[src/rtl/ycbcr_to_rgb_pkg.sv]
`default_nettype none
// ============================================================================
// Module : ycbcr_to_rgb_pkg
// Brief  : Q12 conversion coefficients and rounding constants for ycbcr_to_rgb.
// Rev    : 1.0 - initial release
// ============================================================================
package ycbcr_to_rgb_pkg;

  localparam int C_KR    = 5743;
  localparam int C_KGB   = 1410;
  localparam int C_KGR   = 2925;
  localparam int C_KB    = 7258;
  localparam int C_ROUND = 2048;
  localparam int C_SHIFT = 12;

endpackage
`default_nettype wire

[src/rtl/ycc_clamp.sv]
`default_nettype none
// ============================================================================
// Module : ycc_clamp
// Brief  : Rounds a signed Q12 sum to an integer and saturates it to the
//          unsigned colour range.
// Rev    : 1.0 - initial release
// ============================================================================
module ycc_clamp
  import ycbcr_to_rgb_pkg::*;
#(
  parameter int COLOR_PRECISION = 8,
  parameter int SUM_W           = COLOR_PRECISION + 16
) (
  input  logic signed [SUM_W-1:0]           i_sum,
  output logic        [COLOR_PRECISION-1:0] o_val
);

  localparam logic signed [SUM_W-1:0] ROUND_W = SUM_W'(C_ROUND);

  logic signed [SUM_W-1:0] w_rnd;
  logic signed [SUM_W-1:0] w_shr;

  assign w_rnd = i_sum + ROUND_W;
  assign w_shr = w_rnd >>> C_SHIFT;

  always_comb begin
    o_val = w_shr[COLOR_PRECISION-1:0];
    if (w_shr[SUM_W-1]) begin
      o_val = '0;
    end else if (|w_shr[SUM_W-2:COLOR_PRECISION]) begin
      o_val = '1;
    end
  end

endmodule
`default_nettype wire

[src/rtl/ycbcr_to_rgb.sv]
`default_nettype none
// ============================================================================
// Module : ycbcr_to_rgb
// Brief  : 3-stage JFIF YCbCr to RGB converter with a global stall enable.
//          Optional frame-start sideband enabled by YCBCR_TO_RGB_SOF_EN.
// Rev    : 1.0 - initial release
// ============================================================================
module ycbcr_to_rgb
  import ycbcr_to_rgb_pkg::*;
#(
  parameter int COLOR_PRECISION = 8
) (
  input  logic                       i_arst,
  input  logic                       i_sysclk,
  input  logic                       i_valid,
  output logic                       o_ready,
  input  logic [COLOR_PRECISION-1:0] i_Y,
  input  logic [COLOR_PRECISION-1:0] i_Cb,
  input  logic [COLOR_PRECISION-1:0] i_Cr,
  output logic                       o_valid,
  input  logic                       i_ready,
  output logic [COLOR_PRECISION-1:0] o_R,
  output logic [COLOR_PRECISION-1:0] o_G,
  output logic [COLOR_PRECISION-1:0] o_B
`ifdef YCBCR_TO_RGB_SOF_EN
  ,
  input  logic                       i_sof,
  output logic                       o_sof
`endif
);

  localparam int SUM_W = COLOR_PRECISION + 16;
  localparam logic [COLOR_PRECISION:0] OFS = {2'b01, {(COLOR_PRECISION-1){1'b0}}};
  localparam logic signed [SUM_W-1:0] KR_W  = SUM_W'(C_KR);
  localparam logic signed [SUM_W-1:0] KGB_W = SUM_W'(C_KGB);
  localparam logic signed [SUM_W-1:0] KGR_W = SUM_W'(C_KGR);
  localparam logic signed [SUM_W-1:0] KB_W  = SUM_W'(C_KB);

  logic w_en;
  logic r_s1_valid;
  logic r_s2_valid;
  logic r_o_valid;

  logic        [COLOR_PRECISION-1:0] r_s1_y;
  logic signed [COLOR_PRECISION:0]   r_s1_cb;
  logic signed [COLOR_PRECISION:0]   r_s1_cr;

  logic signed [SUM_W-1:0] w_y_q12;
  logic signed [SUM_W-1:0] w_cb_ext;
  logic signed [SUM_W-1:0] w_cr_ext;
  logic signed [SUM_W-1:0] w_sum_r;
  logic signed [SUM_W-1:0] w_sum_g;
  logic signed [SUM_W-1:0] w_sum_b;
  logic signed [SUM_W-1:0] r_s2_r;
  logic signed [SUM_W-1:0] r_s2_g;
  logic signed [SUM_W-1:0] r_s2_b;

  logic [COLOR_PRECISION-1:0] w_clamp_r;
  logic [COLOR_PRECISION-1:0] w_clamp_g;
  logic [COLOR_PRECISION-1:0] w_clamp_b;
  logic [COLOR_PRECISION-1:0] r_o_r;
  logic [COLOR_PRECISION-1:0] r_o_g;
  logic [COLOR_PRECISION-1:0] r_o_b;

  // The whole pipeline moves as one unit whenever the output slot can be freed.
  assign w_en    = ~r_o_valid | i_ready;
  assign o_ready = w_en;
  assign o_valid = r_o_valid;
  assign o_R     = r_o_r;
  assign o_G     = r_o_g;
  assign o_B     = r_o_b;

  always_ff @(posedge i_sysclk or posedge i_arst) begin
    if (i_arst) begin
      r_s1_valid <= 1'b0;
      r_s2_valid <= 1'b0;
      r_o_valid  <= 1'b0;
      r_o_r      <= '0;
      r_o_g      <= '0;
      r_o_b      <= '0;
    end else if (w_en) begin
      r_s1_valid <= i_valid;
      r_s2_valid <= r_s1_valid;
      r_o_valid  <= r_s2_valid;
      r_o_r      <= w_clamp_r;
      r_o_g      <= w_clamp_g;
      r_o_b      <= w_clamp_b;
    end
  end

  // Unsigned subtraction in COLOR_PRECISION+1 bits yields the two's-complement chroma.
  always_ff @(posedge i_sysclk) begin
    if (w_en) begin
      r_s1_y  <= i_Y;
      r_s1_cb <= $signed({1'b0, i_Cb} - OFS);
      r_s1_cr <= $signed({1'b0, i_Cr} - OFS);
      r_s2_r  <= w_sum_r;
      r_s2_g  <= w_sum_g;
      r_s2_b  <= w_sum_b;
    end
  end

  assign w_y_q12  = $signed({{(SUM_W-COLOR_PRECISION){1'b0}}, r_s1_y}) <<< C_SHIFT;
  assign w_cb_ext = {{(SUM_W-COLOR_PRECISION-1){r_s1_cb[COLOR_PRECISION]}}, r_s1_cb};
  assign w_cr_ext = {{(SUM_W-COLOR_PRECISION-1){r_s1_cr[COLOR_PRECISION]}}, r_s1_cr};

  assign w_sum_r = w_y_q12 + KR_W * w_cr_ext;
  assign w_sum_g = w_y_q12 - KGB_W * w_cb_ext - KGR_W * w_cr_ext;
  assign w_sum_b = w_y_q12 + KB_W * w_cb_ext;

  ycc_clamp #(.COLOR_PRECISION(COLOR_PRECISION), .SUM_W(SUM_W)) u_clamp_r (
    .i_sum (r_s2_r),
    .o_val (w_clamp_r)
  );

  ycc_clamp #(.COLOR_PRECISION(COLOR_PRECISION), .SUM_W(SUM_W)) u_clamp_g (
    .i_sum (r_s2_g),
    .o_val (w_clamp_g)
  );

  ycc_clamp #(.COLOR_PRECISION(COLOR_PRECISION), .SUM_W(SUM_W)) u_clamp_b (
    .i_sum (r_s2_b),
    .o_val (w_clamp_b)
  );

`ifdef YCBCR_TO_RGB_SOF_EN
  logic r_s1_sof;
  logic r_s2_sof;
  logic r_o_sof;

  always_ff @(posedge i_sysclk or posedge i_arst) begin
    if (i_arst) begin
      r_s1_sof <= 1'b0;
      r_s2_sof <= 1'b0;
      r_o_sof  <= 1'b0;
    end else if (w_en) begin
      r_s1_sof <= i_sof & i_valid;
      r_s2_sof <= r_s1_sof;
      r_o_sof  <= r_s2_sof & r_s2_valid;
    end
  end

  assign o_sof = r_o_sof & r_o_valid;
`else
  // No frame-start marker is carried in this build.
`endif

endmodule
`default_nettype wire

[config.mk]
export PLATFORM = sky130hd
export DESIGN_NAME = ycbcr_to_rgb
export DESIGN_NICKNAME = d
export VERILOG_FILES = /design/src/rtl/ycbcr_to_rgb_pkg.sv /design/src/rtl/ycc_clamp.sv /design/src/rtl/ycbcr_to_rgb.sv
export SDC_FILE = /design/constraint.sdc
export NUM_CORES = 1
export LEC_CHECK = 0
export CORE_UTILIZATION = 55
export CTS_BUF_LIST = sky130_fd_sc_hd__clkbuf_8 sky130_fd_sc_hd__clkbuf_16
export CTS_CLUSTER_DIAMETER = 200
export DETAILED_ROUTE_END_ITERATION = 8
export PLACE_DENSITY_LB_ADDON = 0.25
export SLEW_MARGIN = 20
export SYNTH_ARGS = -nofsm -noshare
export SYNTH_HDL_FRONTEND = slang
export SYNTH_SLANG_ARGS = --single-unit
[constraint.sdc]
create_clock -name i_sysclk -period 9.2 [get_ports i_sysclk]
set_input_delay 1.38 -clock i_sysclk [delete_from_list [all_inputs] [get_ports i_sysclk]]
set_output_delay 1.38 -clock i_sysclk [all_outputs]
set_load 0.05 [all_outputs]
[After elaboration in Yosys (flattened, before gate mapping)]
Cells that the tools add are included.
Storage, ports and cells
  bits in registers: 125
  bits of input ports: 28
  output and inout bits: 26
  logic and storage cells: 36
Operators by class
  add/subtract/negate cells: 9
  $mul: 4
  muxes and demuxes: 6
  bitwise logic cells: 2
  reduce and logical (&&, ||, !) cells: 3
Operators with widths (count)
  $add A24 B13 Y24 const B: 3
  $add A21 B23 Y24: 2
  $mux W8: 6
  $mul A13 B9 Y22 const A: 2
  $mul A14 B9 Y23 const A: 1
  $sub A22 B22 Y23: 1
  $sub A21 B21 Y22: 1
  $mul A11 B9 Y20 const A: 1
  $sub A8 B8 Y9 const B: 2
  $reduce_or A4 Y1: 3
  $not A1 Y1: 1
  $or A1 B1 Y1: 1

[Logic depth before layout (Yosys ltp)]
Gate-level depths: netlist of the first run.
  word-level depth: 4
  depth in mapped cells: 31
  depth with buffers taken out: 31

[Modules after synthesis]
From an unflattened synthesis of the first run, not the netlist that was laid out.
Unflattened totals
  cells, all modules: 1261
  area total of the unflattened synthesis: 13691.9 µm²
By module, submodules not included
  ycbcr_to_rgb: instances 1, cells an instance 1141, area an instance 12809.8 µm², sequential area each 3468.3 µm²
  ycc_clamp: instances 3, cells an instance 40, area an instance 294.0 µm², sequential area each 0.0 µm²

[Worst setup path before layout of the first run]
No wires, ideal clock.
  path kind: register to register
  start: register r_s1_cb[3]
  end: register r_s2_g[22] (data pin)
  library setup time: 0.262 ns
  arrival time: 7.122 ns
  data required time: 8.938 ns
  setup slack: 1.816 ns
  stages on the path, launching flop included: 31
  buffers on the path: 0
  clock period less this slack: 7.384 ns
  cell sequence: edfxtp_1 -> ha_1 -> ha_1 -> inv_1 -> fa_1 -> inv_1 -> fa_1 -> ha_1 -> ha_1 -> a21o_1 -> a21oi_1 -> nor2b_1 -> o21a_1 -> nor2_1 -> xnor2_1 -> ha_1 -> ha_1 -> inv_1 -> fa_1 -> fa_1 -> inv_1 -> fa_1 -> inv_1 -> ha_1 -> inv_1 -> o21bai_1 -> a21oi_1 -> o21ai_2 -> a2111oi_4 -> o31ai_1 -> xnor2_1
Between the ends
  word-level cells in the longest chain between the ends: 3
Ends and longest elaborated chain
  from (decl): RTL line ycbcr_to_rgb.sv:45  | logic signed [COLOR_PRECISION:0] r_s1_cb;
  from (signal assigned): RTL line ycbcr_to_rgb.sv:95  | r_s1_cb <= $signed({1'b0, i_Cb} - OFS);
  $mul A11 B9 Y20: RTL line ycbcr_to_rgb.sv:108  | assign w_sum_g = w_y_q12 - KGB_W * w_cb_ext - KGR_W * w_cr_ext;
  $sub A21 B21 Y22: RTL line ycbcr_to_rgb.sv:108
  $sub A22 B22 Y23: RTL line ycbcr_to_rgb.sv:108
  net w_sum_g[22]: RTL line ycbcr_to_rgb.sv:52  | logic signed [SUM_W-1:0] w_sum_g;
  to (signal assigned): RTL line ycbcr_to_rgb.sv:98  | r_s2_g <= w_sum_g;
  to (decl): RTL line ycbcr_to_rgb.sv:55  | logic signed [SUM_W-1:0] r_s2_g;
The timed path passes the listed nets, and every way through them passes these cells.
A chain may end at the register's enable or synchronous reset.

[Final worst setup path of the first run]
  start: register r_s1_cb[7]
  end: register r_s2_g[22] (data pin)
Same word-level chain as after synthesis.

==> reports/qor.csv, run 1 <==
stage,metric,value,unit
synthesis,post-synth top area share,25.8,%
run_status,status,"complete, no violations",
die,Cell Rows,52,
synthesis,Post-Syn Area,11500,µm²
clocking,TritonCTS clock tree,built,
worst_setup_path,worst setup path class,flop to flop,
grt,vias in the first global route,7745,
worst_setup_path,Critical Path Max Stage Delay,0.74,ns
timing,Final Setup Violations,0,
synthesis,number of library cell types mapped by synthesis,62,
worst_setup_path,critical path arrival,7.92,ns
timing,Worst-Margin Slew,0.913,ns
clocking,setup bufs post-CTS,0,
timing,Clock Skews,0.00575,ns
clocking,CTS resizes,0,
cells_and_area,Area Growth Syn to Fin,10.1,%
die,Initial Util,56.5,%
route,detailed-route DRC error count,0,
synthesis,Seq cells post-synth,89,
synthesis,yosys warns,0,
clocking,Clock Sinks,89,
synthesis,Post-synth EDFFs,62,
timing,minimum clock period,7.83,ns
place,number of I/O port buffers,53,
clocking,Skew-Pair Late Insertion Delay,0.34,ns
die,width of the die,147,µm
cells_and_area,Antenna diodes,0,
cells_and_area,"leading cell type in the layout, fill and taps excluded",inv_1,
die,I/O pin cnt,54,
die,Vert. Die Dim,147,µm
synthesis,leading area contributor after synthesis,ha_1,
worst_hold_path,cell depth of the worst hold path,1,
job,Max-Cap Viols,0,
clocking,CTS H-Tree Depth,3,
grt,global-route track usage on met1,27.4,%
clocking,Longest Clk Path Bufs,2,
route,drt initial violations,188,
place,final RePlAce weighted congestion,0.889,
synthesis,dominant synthesized flop cell,edfxtp_1,
synthesis,syn_nets,1451,
timing,final hold vios,0,
grt,GRT Util Overall,21.5,%
synthesis,Area contributors post-synth,"ha_1 (26%), fa_1 (22%), edfxtp_1 (16%)",
worst_setup_path,Critical Path Source Type,flop,
synthesis,sequential element share of the synthesized area,22.0,%
cells_and_area,fin area,12700,µm²
worst_setup_path,crit path max fanout,20,
timing,Relative slew margins,38.8,%
worst_setup_path,Worst setup EP type,flop,
worst_setup_path,R2R cell count,29,
route,drt wl/cell,15.1,µm
route,vias per inst,5.25,
timing,RSZ-0062 raised after global routing,no,
worst_setup_path,Crit-path slowest cell,edfxtp_1,
grt,M3 GR Usage,3.13,%
clocking,CTS Root Cell,clkbuf_16,
synthesis,Syn Inst Count,1058,
cells_and_area,most frequent cells in the layout,"inv_1 (241), ha_1 (237), fa_1 (128)",
cells_and_area,fillers,1655,
clocking,TritonCTS Buffers,9,
route,drt total wl,21000,µm
route,post-route ant nets,0,
timing,setup_tns,0,ns
place,Cell Count Post-Placement,1376,
cells_and_area,Layout Cells excl Fill,1392,
cells_and_area,nets,1510,
timing,final critical-path share of the clock period,85.1,%
worst_setup_path,Worst Path Required,9.29,ns
timing,Max Transition Viols Final,0,
timing,fmax,128,MHz
die,Core ar.,20400,µm²
route,TritonRoute pass-1 iters,4,
timing,Hold WS,0.462,ns
grt,total congestion overflow,0,
route,Vias,7304,
place,placed cell areas,12400,µm²
die,Die ar.,21500,µm²
place,DP HPWL,18000,µm
grt,initial antenna violation count,0,
grt,largest net degree at the start of global routing,63,
clocking,clock slew at reported path FFs,0.07,ns
grt,met2 usage,38.0,%
grt,GR peak layer,met2,
synthesis,Syn Area/Cell,10.9,µm²
cells_and_area,layout cells sized above 1,3.65,%
clocking,cts hold-fix bufs,0,
synthesis,async set or reset register ratio after synthesis,30.3,%
grt,first-pass GRT wire length,36300,µm
worst_hold_path,Hold Path Class,flop to flop,
## area by class of cell
class	count	area, µm²	area share [%]
Clock buffer	9	225	1.78
Clock inverter	7	68.8	0.543
Inverter	243	912	7.20
Multi-Input combinational cell	718	8030	63.4
Sequential cell	89	2540	20.0
Tap cell	270	338	2.67
Timing Repair Buffer	56	553	4.37
## synth_stat cells (all sizes together), types with 11 or more instances
cell / instances
a21o: 32
nand2: 28
and3: 17
edfxtp: 62
dfrtp: 27
fa: 128
a21oi: 31
ha: 237
a211oi: 14
o21ai: 11
xnor2: 47
inv: 243
xor2: 32
nor2: 16
## cells by family (layout without fill, tap and decap cells)
family	after synthesis	in the layout	share of synthesized area [%]
XOR/XNOR	80	80	6.21
flip-flops	89	89	22.0
adder cells (fa/ha/maj)	365	365	48.0
AND/OR/NAND/NOR	128	128	6.03
buffers and inverters	251	315	8.18
multiplexers	6	6	0.565
AO/OA/AOI/OAI	139	139	8.95
## critical path, delay by kind of cell, from the launching register on
| family | cells | cell delay [ns] |
|---|---|---|
| fa+ha+maj | 11 | 4.54 |
| compound gates | 8 | 1.44 |
| flops | 1 | 0.74 |
| buf+inv | 6 | 0.35 |
| xor+xnor | 2 | 0.27 |
| simple gates | 2 | 0.20 |
## per-layer routing
| layer | vias up | part of all wire, % |
|---|---|---|
| met5 | - | 0 |
| met4 | 0 | 1.9 |
| met3 | 27 | 3.2 |
| met2 | 122 | 49 |
| met1 | 3521 | 46 |
| li1 | 3634 | - |
## sequential cells by signal, indices dropped and copies added (netlist names)
register    count
r_s2_b         13
r_s2_r         13
r_s2_g         12
o_B             8
o_G             8
o_R             8
r_s1_cb         8
r_s1_cr         8
r_s1_y          8
o_valid         1
r_s1_valid      1
r_s2_valid      1
## worst paths after layout
check	start	end	slack, ns
min in group asynchronous	i_arst	o_G[1]	1.43
hold reg to reg	r_s2_valid	o_valid	0.46
hold / removal	r_s2_valid	o_valid	0.46
setup reg to reg	r_s1_cb[7]	r_s2_g[22]	1.37
setup / recovery	r_s1_cb[7]	r_s2_g[22]	1.37
max in group asynchronous	i_arst	o_B[6]	7.34
## metrics by stage
stage | util [%] | worst slack, ns
after detailed placement | 60.8 | 1.35
after global placement | 60.8 | 1.55
final | 62.2 | 1.37
after CTS | 62.2 | 1.34
after global routing | 62.2 | 0.982
after floorplan | - | 1.82
Power of run 1 is left out: the tool's default activity adds up to more than one toggle a clock period on the data nets, which glitch-free logic cannot reach.
==> inputs of run 2 (changes only) <==
- CORE_ASPECT_RATIO: not set -> 1.75
- GPL_ROUTABILITY_DRIVEN: not set -> 0
- clock period: 9.2 -> 9.8 ns (I/O delays scaled with it)
==> run 2 against run 1 <==
Net effect: the flow now finishes with violations (DRC); critical path depth up 1; routed wire length up 2.5%; flip-flop and latch count unchanged; maximum frequency down 0.12%; non-clock buffer count down 1; setup slack better by 0.59 ns; hold slack worse by 0.00076 ns; critical endpoint unchanged.
==> reports/qor.csv, run 2 (synthesis results as in run 1) <==
stage,metric,value,unit,change
clocking,setup bufs post-CTS,0,,unchanged
run_status,failing checks,DRC,,
worst_setup_path,cell mode on critical path,ha_1,,
die,Die ar.,21500,µm²,+0.11%
worst_setup_path,Worst Path Required,9.90,ns,+0.61 ns
worst_setup_path,Crit-path slowest cell,edfxtp_1,,
grt,vias in the first global route,8156,,+5.3%
clocking,clock slew at reported path FFs,0.07,ns,about the same
worst_setup_path,worst setup path class,flop to flop,,
clocking,CTS resizes,0,,unchanged
die,Vert. Die Dim,193,µm,+32%
clocking,CTS H-Tree Depth,3,,unchanged
worst_setup_path,crit path max fanout,7,,-65%
timing,final hold vios,0,,unchanged
timing,Clock Skews,0.0124,ns,+0.00666 ns
die,Cell Rows,69,,+33%
route,drt wl/cell,15.7,µm,+4.2%
grt,first-pass GRT wire length,37300,µm,+2.7%
worst_setup_path,Worst setup EP type,flop,,
clocking,TritonCTS clock tree,built,,
route,Vias,7408,,+1.4%
route,detailed-route DRC error count,11,,+11
clocking,Longest Clk Path Bufs,2,,unchanged
timing,Max Transition Viols Final,0,,unchanged
clocking,CTS Root Cell,clkbuf_16,,
timing,Worst-Margin Slew,0.918,ns,+0.00545 ns
cells_and_area,most frequent cells in the layout,"inv_1 (242), ha_1 (237), fa_1 (128)",,
die,I/O pin cnt,54,,unchanged
route,TritonRoute pass-1 iters,6,,+2
timing,setup_tns,0,ns,unchanged
grt,total congestion overflow,0,,unchanged
worst_hold_path,Hold Path Class,flop to flop,,
route,post-route ant nets,0,,unchanged
die,Initial Util,56.5,%,about the same
route,drt total wl,21500,µm,+2.5%
timing,Relative slew margins,38.4,%,-0.37 points
grt,GRT Util Overall,22.2,%,+0.68 points
route,vias per inst,5.41,,+3.1%
place,DP HPWL,18600,µm,+3.2%
clocking,cts hold-fix bufs,0,,unchanged
cells_and_area,Util after Layout,62.0,%,-0.25 points
timing,fmax,128,MHz,-0.12%
worst_setup_path,Critical Path Max Stage Delay,0.54,ns,-0.20 ns
cells_and_area,largest registers,"r_s2_b (13), r_s2_r (13), r_s2_g (12)",,
cells_and_area,Antenna diodes,0,,unchanged
timing,minimum clock period,7.84,ns,+0.00924 ns
timing,RSZ-0062 raised after global routing,no,,
die,Core ar.,20400,µm²,about the same
clocking,TritonCTS Buffers,9,,unchanged
grt,initial antenna violation count,0,,unchanged
timing,Final Setup Violations,0,,unchanged
cells_and_area,layout cells sized above 1,3.48,%,-0.18 points
run_status,status,"finished, violations left",,
clocking,Clock Sinks,89,,unchanged
cells_and_area,nets,1509,,-0.066%
grt,largest net degree at the start of global routing,46,,-27%
route,drt initial violations,265,,+41%
timing,final critical-path share of the clock period,80.0,%,-5.1 points
place,number of I/O port buffers,53,,unchanged
worst_setup_path,critical path arrival,7.94,ns,+0.02 ns
cells_and_area,Area Growth Syn to Fin,9.67,%,
clocking,Skew-Pair Late Insertion Delay,0.36,ns,+0.02 ns
cells_and_area,"leading cell type in the layout, fill and taps excluded",inv_1,,
die,width of the die,111,µm,-24%
worst_setup_path,Critical Path Source Type,flop,,
job,Max-Cap Viols,0,,unchanged
-- run 2: changes by cell type in the layout (fill, tap and decap cells not counted), sizes merged --
cell / delta
inv: -3
clkinv: +2
buf: -1
clkinvlp: +1
-- run 2: final cells by class --
type	count	area, µm²
Clock buffer	9	225
Inverter	243	912
Fill cell	1712	7750
Tap cell	248	310
Timing Repair Buffer	55	546
Clock inverter	7	55.1
Sequential cell	89	2540
Multi-Input combinational cell	718	8040
-- run 2: worst paths after layout --
kind / startpoint / to / slack, ns / depth (start not counted)
min: r_s2_valid / o_valid / 0.46 / 1
min in group asynchronous: i_arst / o_G[2] / 1.52 / 2
max: r_s1_cb[4] / r_s2_g[22] / 1.96 / 30
max in group asynchronous: i_arst / o_B[5] / 7.85 / 2
max reg2reg: r_s1_cb[4] / r_s2_g[22] / 1.96 / 30
min reg2reg: r_s2_valid / o_valid / 0.46 / 1
-- run 2: per-layer routing --
metal  routed length, µm  global-route usage, %
met4                1140                   12.6
met3                 460                   2.35
met1                8100                   23.2
met2               11800                   42.4
met5                   0                      0
-- run 2: stage by stage --
stage                     cells  worst slack, ns  area (µm²)  hold WS (ns)
after global placement     1353             2.11       12300         0.444
after floorplan            1058             2.42       11500         0.433
after global routing       1369             1.55       12600         0.474
after detailed placement   1353             1.99       12300         0.448
final                      1369             1.96       12600         0.461
after CTS                  1369             1.96       12600         0.462
-- run 2: critical path: cells and delay by family, from the launching register on --
family          cells  cell delay (ns)
fa+ha+maj          12             4.79
compound gates      8             1.42
flops               1             0.54
buf+inv             6             0.36
xor+xnor            2             0.26
simple gates        2             0.20
Power of run 2 is left out for the same reason.
